<file path="src/rtl/pipe_pkg.sv">
// Shared pipeline types for the decode-stage hazard controller.
// Scoreboard entry layout and common widths.
package pipe_pkg;

  localparam int ADDR_W = 5;
  localparam int CNT_W  = 16;
  localparam logic [ADDR_W-1:0] REG_ZERO = '0;

  typedef struct packed {
    logic              v;
    logic              wr;
    logic              ld;
    logic [ADDR_W-1:0] dst;
  } sb_t;

  function automatic logic sb_live(sb_t e);
    return e.v & e.wr & (e.dst != REG_ZERO);
  endfunction

endpackage

</file>
<file path="src/rtl/hazard_control_if.sv">
// ID-stage request bundle and the control
// signals returned to fetch and the pipe regs.
interface hazard_control_if #(
  parameter int ADDR_W = pipe_pkg::ADDR_W
);
  logic              id_valid;
  logic [ADDR_W-1:0] id_addra;
  logic [ADDR_W-1:0] id_addrb;
  logic              id_usea;
  logic              id_useb;
  logic              id_isbranch;
  logic              id_writereg;
  logic              id_readmem;
  logic [ADDR_W-1:0] id_regdest;
  logic              id_selpcsource;
  logic              stall;
  logic              bubble;
  logic              flush;
  logic              redirect_ok;

  modport master (
    output id_valid, id_addra, id_addrb,
    output id_usea, id_useb, id_isbranch,
    output id_writereg, id_readmem,
    output id_regdest, id_selpcsource,
    input  stall, bubble, flush, redirect_ok
  );

  modport slave (
    input  id_valid, id_addra, id_addrb,
    input  id_usea, id_useb, id_isbranch,
    input  id_writereg, id_readmem,
    input  id_regdest, id_selpcsource,
    output stall, bubble, flush, redirect_ok
  );
endinterface

</file>
<file path="src/rtl/sat_counter.sv">
// Up-counter that sticks at all-ones.
// Used for stall and flush statistics.
module sat_counter #(
  parameter int W = 16
) (
  input  logic         clock,
  input  logic         reset,
  input  logic         inc,
  output logic [W-1:0] q
);

  // count up on inc, hold once full
  always_ff @(posedge clock or negedge reset) begin
    if (!reset) begin
      q <= '0;
    end else if (inc && (q != '1)) begin
      q <= q + W'(1);
    end
  end

endmodule

</file>
<file path="src/rtl/hazard_control.sv">
// Decode-stage sequencing: EX/MEM scoreboard,
// load-use and branch-operand interlocks.
module hazard_control
  import pipe_pkg::*;
#(
  parameter int ADDR_W = pipe_pkg::ADDR_W,
  parameter int CNT_W  = pipe_pkg::CNT_W
) (
  input  logic             clock,
  input  logic             reset,
  hazard_control_if.slave  hc,
  output logic [CNT_W-1:0] stall_cnt,
  output logic [CNT_W-1:0] flush_cnt
);

  sb_t ex_q;
  sb_t mem_q;

  logic [ADDR_W-1:0] ex_dst;
  logic [ADDR_W-1:0] mem_dst;
  logic ex_live;
  logic mem_live;
  logic ex_hit;
  logic mem_hit;
  logic load_use;
  logic br_haz;
  logic stall_w;
  logic redir_w;

  assign ex_dst  = ADDR_W'(ex_q.dst);
  assign mem_dst = ADDR_W'(mem_q.dst);

  // hazard detection and redirect gating
  always_comb begin
    ex_live  = sb_live(ex_q);
    mem_live = sb_live(mem_q);
    ex_hit   = (hc.id_usea & (hc.id_addra == ex_dst))
             | (hc.id_useb & (hc.id_addrb == ex_dst));
    mem_hit  = (hc.id_usea & (hc.id_addra == mem_dst))
             | (hc.id_useb & (hc.id_addrb == mem_dst));
    load_use = hc.id_valid & ex_live & ex_q.ld & ex_hit;
    br_haz   = hc.id_valid & hc.id_isbranch
             & ((ex_live & ex_hit)
             | (mem_live & mem_q.ld & mem_hit));
    stall_w  = load_use | br_haz;
    redir_w  = hc.id_valid & hc.id_selpcsource & ~stall_w;
  end

  assign hc.stall       = stall_w;
  assign hc.bubble      = stall_w;
  assign hc.redirect_ok = redir_w;
  assign hc.flush       = redir_w;

  // advance scoreboard; stalled or empty ID inserts a bubble
  always_ff @(posedge clock or negedge reset) begin
    if (!reset) begin
      ex_q  <= '0;
      mem_q <= '0;
    end else begin
      mem_q <= ex_q;
      if (hc.id_valid && !stall_w) begin
        ex_q.v   <= 1'b1;
        ex_q.wr  <= hc.id_writereg;
        ex_q.ld  <= hc.id_readmem;
        ex_q.dst <= pipe_pkg::ADDR_W'(hc.id_regdest);
      end else begin
        ex_q <= '0;
      end
    end
  end

  sat_counter #(.W(CNT_W)) u_stall_cnt (
    .clock (clock),
    .reset (reset),
    .inc   (stall_w),
    .q     (stall_cnt)
  );

  sat_counter #(.W(CNT_W)) u_flush_cnt (
    .clock (clock),
    .reset (reset),
    .inc   (redir_w),
    .q     (flush_cnt)
  );

endmodule
</file>
<file path="src/flat_wrapper.sv">
// flat-port wrapper written by rule: the top's interface ports become plain ports
module hazard_control_flat import pipe_pkg::*;
#(
  parameter int ADDR_W = pipe_pkg::ADDR_W,
  parameter int CNT_W  = pipe_pkg::CNT_W
)
  (clock, reset, stall_cnt, flush_cnt, hc_id_valid, hc_id_addra, hc_id_addrb, hc_id_usea, hc_id_useb, hc_id_isbranch, hc_id_writereg, hc_id_readmem, hc_id_regdest, hc_id_selpcsource, hc_stall, hc_bubble, hc_flush, hc_redirect_ok);
  hazard_control_if #(.ADDR_W(ADDR_W)) hc_i ();
  input  logic clock;
  input  logic reset;
  output logic [CNT_W-1:0] stall_cnt;
  output logic [CNT_W-1:0] flush_cnt;
  input wire logic [$bits(hc_i.id_valid)-1:0] hc_id_valid;
  input wire logic [$bits(hc_i.id_addra)-1:0] hc_id_addra;
  input wire logic [$bits(hc_i.id_addrb)-1:0] hc_id_addrb;
  input wire logic [$bits(hc_i.id_usea)-1:0] hc_id_usea;
  input wire logic [$bits(hc_i.id_useb)-1:0] hc_id_useb;
  input wire logic [$bits(hc_i.id_isbranch)-1:0] hc_id_isbranch;
  input wire logic [$bits(hc_i.id_writereg)-1:0] hc_id_writereg;
  input wire logic [$bits(hc_i.id_readmem)-1:0] hc_id_readmem;
  input wire logic [$bits(hc_i.id_regdest)-1:0] hc_id_regdest;
  input wire logic [$bits(hc_i.id_selpcsource)-1:0] hc_id_selpcsource;
  output wire logic [$bits(hc_i.stall)-1:0] hc_stall;
  output wire logic [$bits(hc_i.bubble)-1:0] hc_bubble;
  output wire logic [$bits(hc_i.flush)-1:0] hc_flush;
  output wire logic [$bits(hc_i.redirect_ok)-1:0] hc_redirect_ok;
  assign hc_i.id_valid = hc_id_valid;
  assign hc_i.id_addra = hc_id_addra;
  assign hc_i.id_addrb = hc_id_addrb;
  assign hc_i.id_usea = hc_id_usea;
  assign hc_i.id_useb = hc_id_useb;
  assign hc_i.id_isbranch = hc_id_isbranch;
  assign hc_i.id_writereg = hc_id_writereg;
  assign hc_i.id_readmem = hc_id_readmem;
  assign hc_i.id_regdest = hc_id_regdest;
  assign hc_i.id_selpcsource = hc_id_selpcsource;
  assign hc_stall = hc_i.stall;
  assign hc_bubble = hc_i.bubble;
  assign hc_flush = hc_i.flush;
  assign hc_redirect_ok = hc_i.redirect_ok;
  hazard_control #(.ADDR_W(ADDR_W), .CNT_W(CNT_W)) u_core (.clock(clock), .reset(reset), .hc(hc_i), .stall_cnt(stall_cnt), .flush_cnt(flush_cnt));
endmodule
</file>
<file path="config.mk">
export PLATFORM = sky130hd
export DESIGN_NAME = hazard_control_flat
export DESIGN_NICKNAME = d
export VERILOG_FILES = /design/src/rtl/pipe_pkg.sv /design/src/rtl/hazard_control_if.sv /design/src/rtl/sat_counter.sv /design/src/rtl/hazard_control.sv /design/src/flat_wrapper.sv
export SDC_FILE = /design/constraint.sdc
export NUM_CORES = 1
export LEC_CHECK = 0
export CORE_MARGIN = 5
export CORE_UTILIZATION = 53
export DETAILED_ROUTE_END_ITERATION = 7
export PLACE_DENSITY_LB_ADDON = 0.1
export SETUP_SLACK_MARGIN = 0.15
export SYNTH_ARGS = -nofsm -noshare
export SYNTH_HDL_FRONTEND = slang
export SYNTH_SLANG_ARGS = --single-unit
</file>
<file path="constraint.sdc">
create_clock -name clock -period 6.3 [get_ports clock]
set_input_delay 0.945 -clock clock [delete_from_list [all_inputs] [get_ports clock]]
set_output_delay 0.945 -clock clock [all_outputs]
set_load 0.005 [all_outputs]
</file>
==> reports/metrics.yaml, run 1 <==
run_status:
  status: "complete, no violations"
yosys:
  yosysWarnings: 0
  synth_common_cells: "dfrtp_1, xnor2_1, nand2_1"
  synth_edf_count: 0
  ys_ff_latch: 48
  ys_types: 29
  synth_top_area_cell: "dfrtp_1"
  ys_top_cells_by_area: "dfrtp_1, xnor2_1, nand4_1"
  synthCells: 219
  dominantRegCellSynth: "dfrtp_1"
  synth_nets: 245
  syn_avg_cell_area_sq_um: 10.8
  synth_top_area_share_pct: 50.6
  async_flop_share_pct: 100
  yosysSeqAreaShare_pct: 50.6
  synthesis.area_sq_mm: 0.00237
  yosysMostFrequentCell: "dfrtp_1"
layout:
  fin_util_pct: 70.5
  final_nets: 304
  final_cell_area_sq_mm: 0.00307
  layout-drive-gt1-share_pct: 6.81
  diodes: 0
  area_delta_synth_final_pct: 29.2
sta:
  tns_ns: 0
  setup_viol: 0
  rsz0062_at_grt: "false"
  drv_slew: 0
  final.setup_skew_ns: 0.00873
  worst_slew_pin_slew_ns: 1.02
  hold_viol: 0
  fin_crit_sh_pct: 61.6
  max_freq_mhz: 258
  fin_ws_ns: 2.42
  min_period_ns: 3.88
  relSlewSlack_pct: 31.8
  fin_hold_ws_ns: 0.381
critical_path:
  r2r_cells: 6
  r2r_start: "u_core.u_stall_cnt.q[3]"
  critPathSlowestCell: "clkdlybuf4s50_1"
  path_cells: "clkdlybuf4s50_1, xnor2_1, nand4_1, o22ai_1, a22o_4, nor2_1, clkdlybuf4s50_1"
  cpPeakStageDelay_ns: 0.52
  crit_fanout: 34
  crit_cells: 7
  endpoint_kind: "output pin"
  crit_buf_inv: 2
  worst_setup_path_start_kind: "primary input"
  critPathKind: "primary input to output pin"
  crit_top_cell: "clkdlybuf4s50_1"
  crit_start: "hc_id_addrb[0]"
  worstPathRequired_ns: 5.35
  cp_data_arrival_time_ns: 2.94
  cp_top_family: "buffers and inverters"
routing:
  antenna_left: 0
  routed_wl_mm: 4.99
  drc_errors: 0
  viasPerCell: 5.47
  drt_iter0_markers: 94
  first_pass_iters: 4
  wire_per_inst_microns: 15.1
  dr_total_vias: 1812
power:
  cellPowerDensity_mw_per_mm2: 220
  vdd_ir_drop_max_uv: 126
  p_leak_nw: 1.27
clocking:
  post_cts_buffers: 0
  ctsLongestPathBuffers: 2
  post_cts_resized: 0
  numCtsBuffers: 5
  htreeDepth: 2
  clk_latency_ns: 0.30
  cts_num_sinks: 48
  path_clk_slew_ns: 0.08
  holdBufCountCts: 0
  root_buffer: "clkbuf_8"
  tritoncts: "done"
floorplan:
  die_y_microns: 76.9
  ios: 60
  dieArea_sq_mm: 0.00592
  die_x_microns: 76.9
  initial_core_util_pct: 54.5
  rows: 24
  core_area_sq_mm: 0.00435
placed_design:
  dp_hpwl_mm: 3.64
  post-place-ws_ns: 2.44
  dpl_cell_area_sq_mm: 0.00298
  portBuffers: 59
  gp_congestion: 0.856
min_path:
  worstHoldStart: "u_core.ex_q[6]"
  min_path_cells: 0
  hold_path_class: "flop to flop"
grt:
  grt_overflow: 0
  grt_pass1_wl_mm: 8.63
  grtUsageTotal_pct: 17.9
  grt_max_degree: 49
  antenna_found_initial: 0
  first_global_vias: 1885
flow_run:
  maxCapViolCount: 0
## registers in the layout, indices dropped and copies added, names as in the netlist
signal,flops
u_core.u_flush_cnt.q,16
u_core.u_stall_cnt.q,16
u_core.ex_dst,5
u_core.mem_dst,5
u_core.ex_q,3
u_core.mem_q,3
## power breakdown
part           switching, mW  leakage [nW]  internal (mW)  total [mW]
Sequential            0.0334         0.630          0.333       0.366
Combinational         0.0428         0.585         0.0780       0.121
Clock                  0.100        0.0510         0.0877       0.188
## path summary, 6_finish.rpt
kind	end	slack, ns
max	hc_flush	2.42
min	u_core.mem_q[6]	0.38
max reg2reg	u_core.u_stall_cnt.q[1]	3.90
min reg2reg	u_core.mem_q[6]	0.38
max in group asynchronous	u_core.mem_dst[2]	4.85
min in group asynchronous	u_core.ex_dst[1]	0.82
## metal layers
layer  routed length (microns)  vias up  share of wire, %  track usage (%)
li1                          -      886                 -                -
met2                      2350       46                47             29.5
met4                        88        0               1.8             6.64
met1                      2240      871                45             21.4
met3                       317        9               6.4             6.44
met5                         0        -                 0                0
## layout make-up
type                       count  area [sq um]
multi-input combinational    161          1110
clock buffer                   6          82.6
tap                           52          65.1
timing repair buffer          59           586
inverter                       3          11.3
clock inverter                 2          10.0
fill                         336          1280
sequential                    48          1200
## per-stage QoR
| stage | std cells | power, mW |
|---|---|---|
| floorplan | 219 | 0.415 |
| global placement | 323 | 0.491 |
| detailed placement | 323 | 0.494 |
| CTS | 331 | 0.683 |
| global route | 331 | 0.714 |
| finish | 331 | 0.675 |
## logic make-up (layout without fill, tap and decap cells)
logic type	after synthesis	after routing	synth area share, %
compound gates	6	6	2.05
buf+inv	10	70	2.53
mux	7	7	3.48
xor+xnor	45	45	16.6
fa+ha+maj	2	2	1.05
flops	48	48	50.6
simple gates	101	101	23.7
## placed cells by master (no fill, tap or decap), drive strengths merged, types with 6 or more instances in the layout
| cell | n |
|---|---|
| clkdlybuf4s50 | 58 |
| nor2 | 8 |
| mux2 | 7 |
| nor3 | 9 |
| and3 | 11 |
| nand2 | 16 |
| xor2 | 6 |
| xnor2 | 39 |
| nor4 | 6 |
| nand3 | 15 |
| nand4 | 15 |
| and2 | 9 |
| clkbuf | 6 |
| dfrtp | 48 |
Power figures use the tool's default switching activity.
==> inputs of run 2 (changes only) <==
--- a/config.mk
+++ b/config.mk
@@ -6,7 +6,7 @@
 export NUM_CORES = 1
 export LEC_CHECK = 0
 export CORE_MARGIN = 5
-export CORE_UTILIZATION = 53
+export CORE_UTILIZATION = 49
 export DETAILED_ROUTE_END_ITERATION = 7
 export PLACE_DENSITY_LB_ADDON = 0.1
 export SETUP_SLACK_MARGIN = 0.15
==> constraint.sdc (replaced) <==
create_clock -name clock -period 4 [get_ports clock]
set_input_delay 0.6 -clock clock [delete_from_list [all_inputs] [get_ports clock]]
set_output_delay 0.6 -clock clock [all_outputs]
set_load 0.005 [all_outputs]
==> reports/metrics.yaml, run 2 (same netlist as run 1, synthesis figures left out) <==
run_status:
  status: "complete, no violations"
floorplan:
  die_x_microns: 79.6
  ios: 60
  rows: 25
  core_area_sq_mm: 0.00472
  die_y_microns: 79.6
  dieArea_sq_mm: 0.00634
  initial_core_util_pct: 50.3
min_path:
  worstHoldStart: "u_core.ex_q[7]"
  hold_path_class: "flop to flop"
layout:
  area_delta_synth_final_pct: 30.5
  final_cell_area_sq_mm: 0.00310
  final_cell_mix: "clkdlybuf4s50_1, dfrtp_1, xnor2_1, nand2_1"
  final_common_cell: "clkdlybuf4s50_1"
  diodes: 0
  reg_top3: "u_core.u_flush_cnt.q x16, u_core.u_stall_cnt.q x16"
  layout-drive-gt1-share_pct: 6.81
  final_nets: 305
power:
  p_leak_nw: 1.27
  p_total_mw: 1.06
  cellPowerDensity_mw_per_mm2: 343
  vdd_ir_drop_max_uv: 187
grt:
  antenna_found_initial: 0
  busiest_layer: "met2"
  grt_pass1_wl_mm: 8.23
  first_global_vias: 1823
  met3_usage_pct: 3.72
  grtUsageTotal_pct: 16.3
  grt_max_degree: 49
  use_met1_pct: 22.7
  met2_usage_pct: 26.1
  grt_overflow: 0
sta:
  tns_ns: 0
  fin_crit_sh_pct: 78.7
  worst_slew_pin_slew_ns: 0.590
  final.setup_skew_ns: 0.0113
  fin_ws_ns: 0.852
  relSlewSlack_pct: 60.7
  max_freq_mhz: 318
  fin_hold_ws_ns: 0.383
  drv_slew: 0
  rsz0062_at_grt: "false"
  min_period_ns: 3.15
  hold_viol: 0
  setup_viol: 0
clocking:
  ctsLongestPathBuffers: 2
  post_cts_resized: 0
  cts_num_sinks: 48
  numCtsBuffers: 5
  clk_latency_ns: 0.29
  post_cts_buffers: 0
  path_clk_slew_ns: 0.09
  root_buffer: "clkbuf_8"
  htreeDepth: 2
  tritoncts: "done"
  holdBufCountCts: 0
critical_path:
  endpoint_kind: "output pin"
  crit_start: "hc_id_addrb[0]"
  worstPathRequired_ns: 3.40
  worst_setup_path_start_kind: "primary input"
  crit_top_cell: "clkdlybuf4s50_1"
  critPathKind: "primary input to output pin"
  crit_fanout: 34
  cp_data_arrival_time_ns: 2.55
  critPathSlowestCell: "clkdlybuf4s50_1"
  path_cells: "clkdlybuf4s50_1, xnor2_1, nand4_1, o22ai_1, a22o_4, clkdlybuf4s50_1"
  cpPeakStageDelay_ns: 0.58
  r2r_start: "u_core.u_stall_cnt.q[3]"
placed_design:
  portBuffers: 59
  post-place-ws_ns: 0.843
  dpl_cell_area_sq_mm: 0.00300
  dp_hpwl_mm: 3.47
  gp_congestion: 0.783
routing:
  drt_iter0_markers: 61
  first_pass_iters: 4
  dr_total_vias: 1810
  drc_errors: 0
  wire_per_inst_microns: 13.9
  antenna_left: 0
  viasPerCell: 5.23
  routed_wl_mm: 4.80
flow_run:
  maxCapViolCount: 0
[run 2: cell count changes in the layout (fill, tap and decap cells not counted), sizes merged]
cell,delta
buf,+1
clkinv,-2
clkbuf,+1
[run 2: through the flow]
stage          utilization [%]  cells
3_3_place_gp              63.6    339
5_1_grt                   65.6    346
4_1_cts                   65.6    346
3_5_place_dp              63.6    339
2_1_floorplan                -    219
6_report                  65.6    346
[run 2: path summary, 6_finish.rpt]
kind | endpoint | slack [ns] | cells after the start
min in group asynchronous | u_core.u_stall_cnt.q[12] | 0.39 | 2
setup reg to reg | u_core.u_stall_cnt.q[1] | 1.56 | 6
hold / removal | u_core.mem_q[7] | 0.38 | 0
setup / recovery | hc_bubble | 0.85 | 6
max in group asynchronous | u_core.u_stall_cnt.q[1] | 3.21 | 2
hold reg to reg | u_core.mem_q[7] | 0.38 | 0
[run 2: critical path, delay by kind of cell]
family                 cells  cell delay, ns
AO/OA/AOI/OAI              2            0.58
XOR/XNOR                   1            0.13
AND/OR/NAND/NOR            1            0.12
buffers and inverters      2            1.10
[run 2: where the power goes]
part | switching, mW | internal, mW
combinational | 0.0668 | 0.123
sequential | 0.0491 | 0.524
clock | 0.147 | 0.154
total | 0.263 | 0.801
[run 2: layout make-up]
type / count / area, sq um
multi-input cells: 161 / 1110
well taps: 67 / 83.8
inverters: 3 / 11.3
flip-flops and latches: 48 / 1200
repair buffers: 60 / 593
clock buffers: 7 / 96.3
fillers: 406 / 1620
[run 2: layer usage]
| layer | up-vias | wire [microns] |
|---|---|---|
| met1 | 883 | 2400 |
| met4 | 0 | 19 |
| met3 | 2 | 186 |
| li1 | 878 | - |
| met5 | - | 0 |
| met2 | 47 | 2200 |
==> RTL edit 1: new RTL, config.mk and constraints of run 2 <==
Change the package constant `ADDR_W` from 5 to 4.
--- a/src/rtl/pipe_pkg.sv
+++ b/src/rtl/pipe_pkg.sv
@@ -3,5 +3,5 @@
 package pipe_pkg;
 
-  localparam int ADDR_W = 5;
+  localparam int ADDR_W = 4;
   localparam int CNT_W  = 16;
   localparam logic [ADDR_W-1:0] REG_ZERO = '0;
Ports: changed (resized hc_id_addra, hc_id_addrb and hc_id_regdest); port bits go from 60 to 57. No check against the original RTL was run, so the function may have changed too.
==> RTL edit 1 against run 2 <==
- routed wire length decreased by 3.3%
- via count fell by 8.7%
- design area decreased by 3.6%
- global-route usage shrank 0.23 points
- highest routed layer unchanged
- area after synthesis down 0.53%
- register-to-register slack better by 150 ps
- worst hold slack got worse by 4.4 ps
- sequential share of layout area shrank 0.21 points
- power shrank 5.3%
- die area down 0.45%
- sequential cell count down 2
- combinational power is 11% lower
- worst setup slack got worse by 240 ps
==> RTL edit 1: results (changes against run 2) <==
.. list-table::
   :header-rows: 1

   * - Metric
     - Value
   * - Crit. Startpoint
     - hc_id_addra[0] (was hc_id_addrb[0])
   * - Adder-cell area share of the yosys netlist
     - 0.0106 (was 0.0105)
   * - Total number of nets in the final design
     - 288 (was 305)
   * - Headroom to the max-slew limit
     - 0.339 (was 0.607)
   * - Reg-to-reg startpoint
     - u_core.u_flush_cnt.q[0] (was u_core.u_stall_cnt.q[3])
   * - Max Fanout on Critical Path
     - 20 (was 34)
   * - Leak
     - 1.29 nW (was 1.27 nW)
   * - Reg2Reg Setup Slack
     - 1710 ps (was 1560 ps)
   * - Number of nets in the synthesized netlist
     - 234 (was 245)
   * - Status
     - finished, final reports clean (unchanged)
   * - Library cells used by synthesis
     - 39 (was 29)
   * - Count of port buffers added during placement
     - 56 (was 59)
   * - Reg-to-reg endpoint
     - u_core.u_flush_cnt.q[1] (was u_core.u_stall_cnt.q[1])
   * - Cell area after placement
     - 2890 um^2 (was 3000 um^2)
   * - Total length of routed wires
     - 4640 um (was 4800 um)
   * - Total global-route track usage
     - 0.161 (was 0.163)
   * - Ratio of cells with drive above 1 in the final layout
     - 0.117 (was 0.0681)
   * - Compound-gate portion of the synthesized area
     - 0.0159 (was 0.0205)
   * - Routability congestion estimate from global placement
     - 0.790 (was 0.783)
   * - Peak supply drop
     - 0.000264 V (was 0.000187 V)
   * - Final worst clock skew
     - 8.77 ps (was 11.3 ps)
   * - Maximum number of pins on one net before global-route repair
     - 47 (was 49)
   * - Detailed-route via count
     - 1652 (was 1810)
   * - Leading post-synthesis cells by instance count
     - dfrtp_1, xor2_1, nand2_1 (was dfrtp_1, xnor2_1, nand2_1)
   * - Iteration-0 DRC count of the detailed router
     - 51 (was 61)
   * - Multiplexer area fraction after synthesis
     - 0.0254 (was 0.0348)
   * - Synth top area cells
     - dfrtp_1, xor2_1, xnor2_1 (was dfrtp_1, xnor2_1, nand4_1)
## RTL edit 1: changes by cell type after synthesis, moves of 4 or more
cell     delta
mux2_1      +4
nor3_1      -4
xor2_1     +24
xnor2_1    -27
nand2_1     +5
nor3_2      +7
nand4_1    -12
and3_1      -9
mux2_2      -6
## RTL edit 1: worst min path at each step
stage                     depth (start not counted)               end  slack, ps      startpoint
after floorplan                                   0  u_core.ex_dst[0]        300           reset
after global placement                            0   u_core.mem_q[4]        360  u_core.ex_q[4]
after detailed placement                          0   u_core.mem_q[4]        360  u_core.ex_q[4]
after CTS                                         0   u_core.mem_q[4]        380  u_core.ex_q[4]
after global routing                              0   u_core.mem_q[4]        390  u_core.ex_q[4]
final                                             0   u_core.mem_q[4]        380  u_core.ex_q[4]
## RTL edit 1: metal layers
layer  global-route usage  part of all wire  up-vias
met5                    0                 0        -
met4               0.0567             0.015        0
met3               0.0350             0.051        9
met2                0.264              0.49       42
met1                0.210              0.44      781
li1                     -                 -      820
## RTL edit 1: through the flow
step / util / power, mW / setup slack (ps) / cells
after global placement: 0.616 / 0.719 / 606 / 312
after detailed placement: 0.616 / 0.721 / 590 / 312
after global routing: 0.637 / 1.06 / 517 / 320
final: 0.637 / 1.01 / 609 / 320
after CTS: 0.637 / 1.02 / 589 / 320
after floorplan: - / 0.615 / 1520 / 211
## RTL edit 1: cell type report
type,instances,area share
clock buffers,6,0.0276
flip-flops and latches,46,0.385
clock inverters,2,0.00419
repair buffers,57,0.189
multi-input cells,151,0.367
inverters,4,0.00503
well taps,54,0.0226
## RTL edit 1: power by group
part	internal (mW)	switching, mW
registers	0.500	0.0418
clock network	0.139	0.157
logic	0.104	0.0663
==> RTL edit 2: new RTL, config.mk and constraints of run 2 <==
Made on the original files. Register the output `flush_cnt`, cleared by the reset; this adds one clock of latency there. The other outputs are not delayed to match.
--- a/src/rtl/hazard_control.sv
+++ b/src/rtl/hazard_control.sv
@@ -13,4 +13,6 @@
   output logic [CNT_W-1:0] flush_cnt
 );
+
+  logic [CNT_W-1:0] flush_cnt_d;
 
   sb_t ex_q;
@@ -81,6 +83,14 @@
     .reset (reset),
     .inc   (redir_w),
-    .q     (flush_cnt)
+    .q     (flush_cnt_d)
   );
 
+  always_ff @(posedge clock or negedge reset) begin
+    if (!reset) begin
+      flush_cnt <= '0;
+    end else begin
+      flush_cnt <= flush_cnt_d;
+    end
+  end
+
 endmodule
Function: changed (a bounded check fails within 4 cycles, from zero or initial values and one cycle with reset low).
==> RTL edit 2 against run 2 <==
- cell count increased by 9.8%
- area after synthesis increased by 17%
- power increased by 55%
- sequential cell count increased by 16
- design area increased by 18%
- fmax decreased by 1.6%
- register-to-register slack improved by 100 ps
- worst setup slack got worse by 51 ps
- routed wire length increased by 19%
- worst hold slack got worse by 33 ps
- critical path type unchanged
- largest power group unchanged
- highest routed layer unchanged
==> RTL edit 2: results (changes against run 2) <==
.. list-table::
   :header-rows: 1

   * - Metric
     - Value
   * - Status
     - finished, final reports clean (unchanged)
   * - Critical path data arrival time
     - 2600 ps (was 2550 ps)
   * - Max Fanout on Critical Path
     - 19 (was 34)
   * - Library cells used by synthesis
     - 34 (was 29)
   * - Leak
     - 1.58 nW (was 1.27 nW)
   * - Worst Setup EP
     - hc_redirect_ok (was hc_bubble)
   * - Number of CTS-inserted buffers
     - 9 (was 5)
   * - Post-DR vias/cell
     - 5.22 (was 5.23)
   * - Met1 demand-to-capacity share in global routing
     - 0.239 (was 0.227)
   * - Iteration-0 DRC count of the detailed router
     - 135 (was 61)
   * - Clock latency of the later-clocked register in the worst-skew pair
     - 340 ps (was 290 ps)
   * - CP max stage delay
     - 690 ps (was 580 ps)
   * - Vias in the first global route
     - 2062 (was 1823)
   * - Registers with the highest flip-flop counts
     - u_core.flush_cnt: 16 flops, u_core.u_flush_cnt.q: 16 flops, u_core.u_stall_cnt.q: 16 flops (was u_core.u_flush_cnt.q: 16 flops, u_core.u_stall_cnt.q: 16 flops)
   * - Internal power component
     - 1.27 mW (was 0.801 mW)
   * - Final non-filler cell area
     - 3650 um^2 (was 3100 um^2)
   * - Wl on met1
     - 2660 um (was 2400 um)
   * - GR met3 Demand/Resource
     - 0.0592 (was 0.0372)
   * - Fill cell total of the finished layout
     - 432 (was 406)
   * - Power Combinational
     - 0.209 mW (was 0.190 mW)
   * - Final HPWL from detailed placement
     - 4050 um (was 3470 um)
   * - Sequential cell area
     - 1600 um^2 (was 1200 um^2)
   * - Synth top area cells
     - dfrtp_1, xnor2_1, xor2_1 (was dfrtp_1, xnor2_1, nand4_1)
   * - Placed Instances
     - 364 (was 339)
   * - Clock transition at the registers of the reported paths
     - 70 ps (was 90 ps)
   * - Average wire length per cell after detail routing
     - 15.1 um (was 13.9 um)
   * - Clock buf/inv share
     - 0.0664 (was 0.0311)
   * - Cell area after placement
     - 3410 um^2 (was 3000 um^2)
   * - Kind of path behind the tightest hold check
     - in2async (was reg2reg)
   * - Peak supply drop
     - 0.000269 V (was 0.000187 V)
   * - Reg2Reg Setup Slack
     - 1660 ps (was 1560 ps)
   * - Mean post-synth cell area
     - 11.6 um^2 (was 10.8 um^2)
   * - Maximum number of pins on one net before global-route repair
     - 37 (was 49)
RTL edit 2: cell types whose count changed after synthesis, moves of 2 or more:
cell / delta
and2_1: -6
buf_2: +3
clkbuf_1: -2
dfrtp_1: +16
mux2_2: -5
nand2_1: +13
nand3b_1: -3
nand4_1: -7
nor3_1: +4
nor4_1: +3
or4_1: -2
xnor2_1: -5
xor2_1: +8
RTL edit 2: metrics by stage:
stage	power, mW	setup WS [ps]	hold WS (ps)
2_1_floorplan	0.865	1540	304
3_3_place_gp	0.996	830	359
3_5_place_dp	1.00	794	365
4_1_cts	1.67	796	372
5_1_grt	1.74	659	394
6_report	1.65	801	350
RTL edit 2: kinds of logic after synthesis:
kind of cell / after synthesis / synth area share
AOI/OAI and AO/OA: 5 / 0.0140
xor gates and xnor gates: 48 / 0.152
adders and majority gates: 2 / 0.00904
buffers and inverters: 10 / 0.0230
DFF: 64 / 0.578
muxes: 4 / 0.0190
and+or+nand+nor: 105 / 0.205
